--- config.mk ---
export PLATFORM = sky130hd
export DESIGN_NAME = bram_port_arbiter
export DESIGN_NICKNAME = d
export VERILOG_FILES = /design/src/rtl/bram_arb_pkg.sv /design/src/rtl/bram_arb_select.sv /design/src/rtl/bram_port_arbiter.sv
export SDC_FILE = /design/constraint.sdc
export NUM_CORES = 1
export LEC_CHECK = 0
export CAP_MARGIN = 30
export CORE_MARGIN = 1.5
export CORE_UTILIZATION = 30
export CTS_BUF_LIST = sky130_fd_sc_hd__clkbuf_8
export CTS_CLUSTER_DIAMETER = 150
export CTS_CLUSTER_SIZE = 25
export DETAILED_ROUTE_END_ITERATION = 10
export GPL_TIMING_DRIVEN = 0
export PLACE_DENSITY_LB_ADDON = 0.12
export SLEW_MARGIN = 20
export SYNTH_ARGS = -nofsm -noshare
export SYNTH_HDL_FRONTEND = slang
export SYNTH_SLANG_ARGS = --single-unit
--- constraint.sdc ---
create_clock -name i_clk -period 4.5 [get_ports i_clk]
set_input_delay 0.45 -clock i_clk [delete_from_list [all_inputs] [get_ports i_clk]]
set_output_delay 0.45 -clock i_clk [all_outputs]
set_load 0.03 [all_outputs]
--- src/rtl/bram_arb_pkg.sv ---
// Shared constants, FSM encoding and small helpers for the BRAM port-B arbiter.
package bram_arb_pkg;

  localparam int N_REQ   = 3;
  localparam int REQ_CPU = 0;
  localparam int REQ_DMA = 1;
  localparam int REQ_DBG = 2;

  typedef enum logic {
    ST_IDLE  = 1'b0,
    ST_OWNED = 1'b1
  } arb_state_e;

  function automatic logic [1:0] onehot_to_idx(input logic [N_REQ-1:0] oh);
    logic [1:0] idx;
    idx = 2'(REQ_CPU);
    if (oh[REQ_DMA]) idx = 2'(REQ_DMA);
    if (oh[REQ_DBG]) idx = 2'(REQ_DBG);
    return idx;
  endfunction

  function automatic logic [1:0] next_idx(input logic [1:0] idx);
    return (idx == 2'd2) ? 2'd0 : idx + 2'd1;
  endfunction

endpackage

--- src/rtl/bram_arb_select.sv ---
// Next-owner choice: round-robin from ptr with BRAM_ARB_FAIR_EN, fixed priority 0 > 1 > 2 otherwise.
module bram_arb_select
  import bram_arb_pkg::*;
(
  input  logic [N_REQ-1:0] req,
  input  logic [1:0]       ptr,
  output logic [N_REQ-1:0] choice
);

`ifdef BRAM_ARB_FAIR_EN
  always_comb begin
    choice = '0;
    for (int i = 0; i < N_REQ; i++) begin
      int k;
      k = (int'(ptr) + i) % N_REQ;
      if (choice == '0 && req[k]) choice[k] = 1'b1;
    end
  end
`else
  logic unused_ptr;
  assign unused_ptr = ^ptr;

  always_comb begin
    choice = '0;
    if (req[REQ_CPU])      choice[REQ_CPU] = 1'b1;
    else if (req[REQ_DMA]) choice[REQ_DMA] = 1'b1;
    else if (req[REQ_DBG]) choice[REQ_DBG] = 1'b1;
  end
`endif

endmodule

--- src/rtl/bram_port_arbiter.sv ---
// Three-requester arbiter for BRAM port B with burst limiting; BRAM_ARB_FAIR_EN selects
// round-robin hand-over, otherwise fixed priority.
module bram_port_arbiter
  import bram_arb_pkg::*;
#(
  parameter int ADDR_W    = 16,
  parameter int DATA_W    = 8,
  parameter int BURST_LEN = 4
) (
  input  logic                  i_clk,
  input  logic                  i_rst,
  input  logic [2:0]            i_req,
  input  logic [2:0]            i_we,
  input  logic [3*ADDR_W-1:0]   i_addr,
  input  logic [3*DATA_W-1:0]   i_wdata,
  output logic [2:0]            o_gnt,
  output logic [2:0]            o_rvalid,
  output logic [DATA_W-1:0]     o_rdata,
  output logic                  o_bram_we,
  output logic [ADDR_W-1:0]     o_bram_addr,
  output logic [DATA_W-1:0]     o_bram_di,
  input  logic [DATA_W-1:0]     i_bram_do,
  output arb_state_e            o_state
);

  localparam logic [3:0] BURST_LIM = 4'(BURST_LEN);

  arb_state_e state_q, state_d;
  logic [1:0] owner_q, owner_d;
  logic [3:0] beat_q, beat_d;
  logic [1:0] ptr_q, ptr_d;
  logic [2:0] rvalid_q;

  logic [2:0] own_oh, others, cand, sel_oh, gnt_raw;
  logic       owner_req, at_limit, force_rearb;
  logic [1:0] gnt_idx;

  // Handshake: i_req[n] is a level request; the access (i_we/i_addr/i_wdata of n)
  // is accepted in the cycle o_gnt[n] is high, and reads return one cycle later.
  assign own_oh      = 3'b001 << owner_q;
  assign owner_req   = (state_q == ST_OWNED) && |(i_req & own_oh);
  assign at_limit    = beat_q >= BURST_LIM;
  assign others      = i_req & ~own_oh;
  assign force_rearb = owner_req && at_limit && |others;
  assign cand        = force_rearb ? others : i_req;

  bram_arb_select u_select (
    .req    (cand),
    .ptr    (ptr_q),
    .choice (sel_oh)
  );

`ifdef BRAM_ARB_FAIR_EN
  assign gnt_raw = (owner_req && !at_limit) ? own_oh : sel_oh;
`else
  assign gnt_raw = sel_oh;
`endif

  // Reset gates the grant so nothing reaches the BRAM while i_rst is low.
  assign o_gnt   = i_rst ? gnt_raw : 3'b000;
  assign gnt_idx = onehot_to_idx(o_gnt);

  always_comb begin
    state_d = ST_IDLE;
    owner_d = owner_q;
    beat_d  = 4'd0;
    ptr_d   = ptr_q;
    if (o_gnt != 3'b000) begin
      state_d = ST_OWNED;
      owner_d = gnt_idx;
      ptr_d   = next_idx(gnt_idx);
      beat_d  = (owner_req && gnt_idx == owner_q && !at_limit) ? beat_q + 4'd1 : 4'd1;
    end
  end

  always_ff @(posedge i_clk or negedge i_rst) begin
    if (!i_rst) begin
      state_q  <= ST_IDLE;
      owner_q  <= 2'd0;
      beat_q   <= 4'd0;
      ptr_q    <= 2'd0;
      rvalid_q <= 3'b000;
    end else begin
      state_q  <= state_d;
      owner_q  <= owner_d;
      beat_q   <= beat_d;
      ptr_q    <= ptr_d;
      rvalid_q <= o_gnt & ~i_we;
    end
  end

  always_comb begin
    o_bram_we   = 1'b0;
    o_bram_addr = '0;
    o_bram_di   = '0;
    for (int n = 0; n < N_REQ; n++) begin
      if (o_gnt[n]) begin
        o_bram_we   = i_we[n];
        o_bram_addr = i_addr[n*ADDR_W +: ADDR_W];
        o_bram_di   = i_wdata[n*DATA_W +: DATA_W];
      end
    end
  end

  assign o_rvalid = rvalid_q;
  assign o_rdata  = (rvalid_q != 3'b000) ? i_bram_do : '0;
  assign o_state  = state_q;

endmodule

# Word level (Yosys, flattened, before mapping)
# Index checks and enable logic that the tools add are counted.
# W data, S select, Z words.
totals:
  out_inout_bits: 40
  ramBits: 0
  latch_bits: 0
  in_bits: 88
  memories: 0
  mem_bits_ro: 0
  register_bits: 10
classes:
  shifts: 1
  n_mux: 22
  n_lt_le_gt_ge: 1
  eq_ne: 1
  div: 0
  n_reduce_logical: 10
  n_addsub: 1
  n_bitwise: 5
  mul: 0
op_table:
  columns: ["cell", "count"]
  rows:
  - ["$mux W16", 3]
  - ["$mux W8", 4]
  - ["$and A3 B3 Y3", 3]
  - ["$mux W1", 9]
  - ["$mux W4", 2]
  - ["$mux W3", 2]
  - ["$not A3 Y3", 2]
  - ["$reduce_bool A3 Y1", 2]
  - ["$reduce_or A3 Y1", 2]
  - ["$logic_and A1 B1 Y1", 5]
  - ["$add A4 B1 Y4 const B", 1]
  - ["$ge A4 B3 Y1 const B", 1]
  - ["$mux W2", 2]
  - ["$shl A1 B2 Y3 const A", 1]
  - ["$eq A2 B2 Y1", 1]
  - ["$logic_not A1 Y1", 1]

# Longest topological paths before layout
depth:
  ltp_word: 18
  depth_mapped: 8
  ltp_nobuf: 5

# Hierarchy
# A second synthesis with hierarchy kept.
hier_totals:
  cells_unflattened: 123
  area_unflattened_um2: 991.0
modules_own_cells:
  columns: ["mod", "seq_area_each_um2", "cells_each", "area_each_um2", "instances"]
  rows:
  - ["bram_port_arbiter", 275.3, 120, 964.7, 1]
  - ["bram_arb_select", 0.0, 3, 26.3, 1]

# Least setup slack after synthesis
# No wires, ideal clock.
synth_path:
  kind: "reg2out"
  start: "reg state_q, in the netlist o_state"
  end: "out o_bram_we"
  t_required_ns: 4.050
  arrival_ns: 2.195
  slack_ns: 1.855
  path_stages_with_launch: 7
  path_buffers: 1
  cell_sequence: "dfrtp_1 > o21ai_2 > or3_1 > buf_6 > a2111oi_4 > a221oi_1 > nor2_1"
synth_between:
  elab_chain_len: 9
  word_cells_on_any_way: 13
  classes_between: "mux: 10; reduce/logical: 3"
synth_rtl:
  columns: ["element", "line_no", "text"]
  rows:
  - ["start: declaration", "bram_port_arbiter.sv:28", "arb_state_e state_q, state_d;"]
  - ["start signal: assignment", "bram_port_arbiter.sv:84", "state_q <= state_d;"]
  - ["$logic_and A1 B1 Y1 *", "bram_port_arbiter.sv:41", "assign owner_req = (state_q == ST_OWNED) && |(i_req & own_oh);"]
  - ["$logic_and A1 B1 Y1 * (2 in a row)", "bram_port_arbiter.sv:44", "assign force_rearb = owner_req && at_limit && |others;"]
  - ["$mux W3 *", "bram_port_arbiter.sv:45", "assign cand = force_rearb ? others : i_req;"]
  - ["$mux W1, on equally long branches", "bram_arb_select.sv:25, bram_arb_select.sv:26, bram_arb_select.sv:27", null]
  - ["$mux W3 *", "bram_port_arbiter.sv:60", "assign o_gnt = i_rst ? gnt_raw : 3'b000;"]
  - ["$mux W1, or another cell as far along", "bram_port_arbiter.sv:97", "if (o_gnt[n]) begin"]
  - ["$mux W1 / $mux W3 (equally long branches)", "bram_port_arbiter.sv:97, bram_port_arbiter.sv:60", null]
  - ["$mux W1 *", "bram_port_arbiter.sv:97", null]
  - ["end: declaration", "bram_port_arbiter.sv:19", "output logic o_bram_we,"]
# Mark *: on every way between the ends. The rest lies on a longest branch, timed or not.

# Final worst setup path
layout_path:
  start: "in i_rst"
  end: "out o_bram_di[5]"
layout_between:
  elab_chain_len: 4
layout_rtl:
  columns: ["element", "line_no", "text"]
  rows:
  - ["start: declaration", "bram_port_arbiter.sv:11", "input logic i_rst,"]
  - ["$mux W3 *", "bram_port_arbiter.sv:60", null]
  - ["$mux W8 (2 in a row)", "bram_port_arbiter.sv:97", null]
  - ["$mux W8 *", "bram_port_arbiter.sv:97", null]
  - ["end: declaration", "bram_port_arbiter.sv:21", "output logic [DATA_W-1:0] o_bram_di,"]
# Marked as above.

==> qor.yml <==
synth_top_family_by_area: "compound AO/OA/AOI/OAI gates"
postCtsHoldBufs: 0
critPathRequiredTime_ns: 4.05
postSynthCellCount: 122
insertedDiodeCount: 0
tns_ns: 0
synth_edf_count: 0
ys_ff_latch: 10
p_clk_share_pct: 19.8
antenna_found_initial: 0
synthTopCellsByArea: "dfrtp_1 (23%), a222oi_1 (22%), inv_1 (9.7%)"
tightest_slew_ns: 0.7276
p_leak_nw: 1.097
antenna_left: 0
setup_viol: 0
yosysTopAreaCell: "dfrtp_1"
yosys_warnings: 0
max_freq_mhz: 276.2
syn_to_final_growth_pct: 124.7
syn_area_per_cell_um2: 8.871
clockBufferDepth: 2
seqPwrFrac_pct: 22.6
synth_top_area_share_pct: 23.12
cp-end-kind: "primary output"
yosys.cell_types.count: 35
cp_num_buf_inv: 4
io_buffers: 125
clock_skew_ns: 0.003493
io_pins: 128
grt_max_degree: 19
p_sw_uw: 146.1
layout-drive-gt1-share_pct: 7.600
holdWs_ns: 0.4657
synth_compound_area_share_pct: 38.96
cts_root_buffer: "clkbuf_8"
path_clk_slew_ns: 0.04
via_per_inst: 5.057
grt_pass1_vias: 1538
regToRegSetupSlack_ns: 2.43
p_int_uw: 295.0
total_power_uw: 441.0
hold_viol: 0
drc: 0
die_y_um: 63.07
powerDensity_nw_per_um2: 181.3
dieArea_um2: 3977
min_path_type: "reg -> reg"
syn_area_um2: 1082
comb_power_share_pct: 57.6
grt_usage_pct: 20.75
gp_congestion: 0.7479
synthArstFlopShare_pct: 100.0
cts_resized: 0
period_share_pct: 80.45
dp_hpwl_um: 3497
path_common_cell: "clkdlybuf4s50_1"
switching_share_pct: 33.12
rsz0062_at_grt: "false"
drtIter0Drc: 119
cap_viol_max_count: 0
fin_nets: 341
die_w_um: 63.07
clk_latency_ns: 0.23
grt-ovfl-total: 0
cts_tree: "built"
worstPathArrival_ns: 3.17
ys.flop_type: "dfrtp_1"
routed_wl_um: 4140
wl_per_cell_um: 13.99
crit_type: "in -> out"
synth-adder-area-share_pct: 1.156
crit_fanout: 18
cts_setup_buffers: 0
final_cell_mix: "clkdlybuf4s50_1 (125), inv_1 (28), a222oi_1 (24)"
final_common_cell: "clkdlybuf4s50_1"
synth_xor_xnor_area_share_pct: 0
cp_top_family: "buffers and inverters"
clock-sinks: 10
cts-buffers-inserted: 3
num_vias: 1497
synthMuxAreaShare_pct: 0
coreArea_um2: 3390
start_kind: "input pin"
synth_fp_nets: 211
slowest_delay_ns: 0.87
slowest_stage: "clkdlybuf4s50_1"
ctsHtreeMaxLevel: 1
start_util_pct: 31.93
final_max_slew_viol_count: 0
yosys.area_share.simple_pct: 14.68
drt_first_pass_iters: 5
relSlewSlack_pct: 51.12
ys_seq_area_share_pct: 23.12
period_needed_ns: 3.620
grt_pass1_wl_um: 6824
status: "finished clean"
peakVddDrop_uv: 98.29
fp-row-count: 21
crit_chain: "clkdlybuf4s50_1, nand2_1, a2111oi_4, buf_6, a222oi_1, inv_1, clkdlybuf4s50_1"
layer usage:
metal	vias to the layer above	GRT usage, %	part of all wire, %
met1	705	24.70	36
li1	728	-	-
met5	-	0	0
met4	0	1.667	0.58
met2	62	38.03	56
met3	2	6.071	7.4
sequential cells by signal (all words and copies together) (netlist names):
name	cells
beat_q	4
o_rvalid	3
o_state	1
owner_q	2
layout make-up:
type                            count  area, µm²
Timing Repair Buffer              125       1251
Fill cell                         277      957.2
Multi-Input combinational cell     72      596.8
Sequential cell                    10      250.2
Buffer                             12      130.1
Inverter                           28      105.1
Tap cell                           46      57.56
Clock buffer                        3      41.29
cells in the mapped netlist (all sizes together) (2+ instances only):
cell / number
a21o: 2
a21oi: 3
a222oi: 24
and3: 2
buf: 10
clkbuf: 2
dfrtp: 10
inv: 28
nand2: 2
nor2: 3
nor2b: 10
nor3: 3
nor4b: 2
o21a: 2
o21ai: 4
o31ai: 2
path summary, 6_finish.rpt:
kind | start | to | cells past startpoint
worst max register to register | owner_q[0] | owner_q[1] | 5
min in group asynchronous | i_rst | o_state | 1
max in group asynchronous | i_rst | owner_q[0] | 1
worst max-delay path | i_rst | o_bram_di[5] | 7
worst min-delay path | beat_q[0] | beat_q[0] | 1
worst min register to register | beat_q[0] | beat_q[0] | 1
stage by stage:
step	instance area, µm²	setup WS (ns)	std cells	util (%)
floorplan	1082	1.855	122	-
global placement	2391	0.8329	293	70.54
detailed placement	2391	0.8334	293	70.54
CTS	2432	0.8277	296	71.76
global route	2432	0.6386	296	71.76
finish	2432	0.8798	296	71.76
power by group through the flow:
| stage | registers [mW] | clock network [mW] | logic [mW] |
|---|---|---|---|
| floorplan | 0.103 | 0 | 0.116 |
| global placement | 0.101 | 0 | 0.254 |
| detailed placement | 0.101 | 0 | 0.255 |
| CTS | 0.0995 | 0.0901 | 0.255 |
| global route | 0.101 | 0.0958 | 0.272 |
| finish | 0.0996 | 0.0875 | 0.254 |
kinds of logic after synthesis:
family / Yosys count
and+or+nand+nor: 26
adders and majority gates: 1
DFF: 10
buffers and inverters: 40
other: 1
AOI/OAI and AO/OA: 44
worst reg2reg max path: cells and delay by family (launching register included):
kind / cells / cell delay (ns)
buffers and inverters: 2 / 0.38
DFF: 1 / 0.45
AOI/OAI and AO/OA: 2 / 0.77
and+or+nand+nor: 1 / 0.41
(Power assumes the default switching activity.)
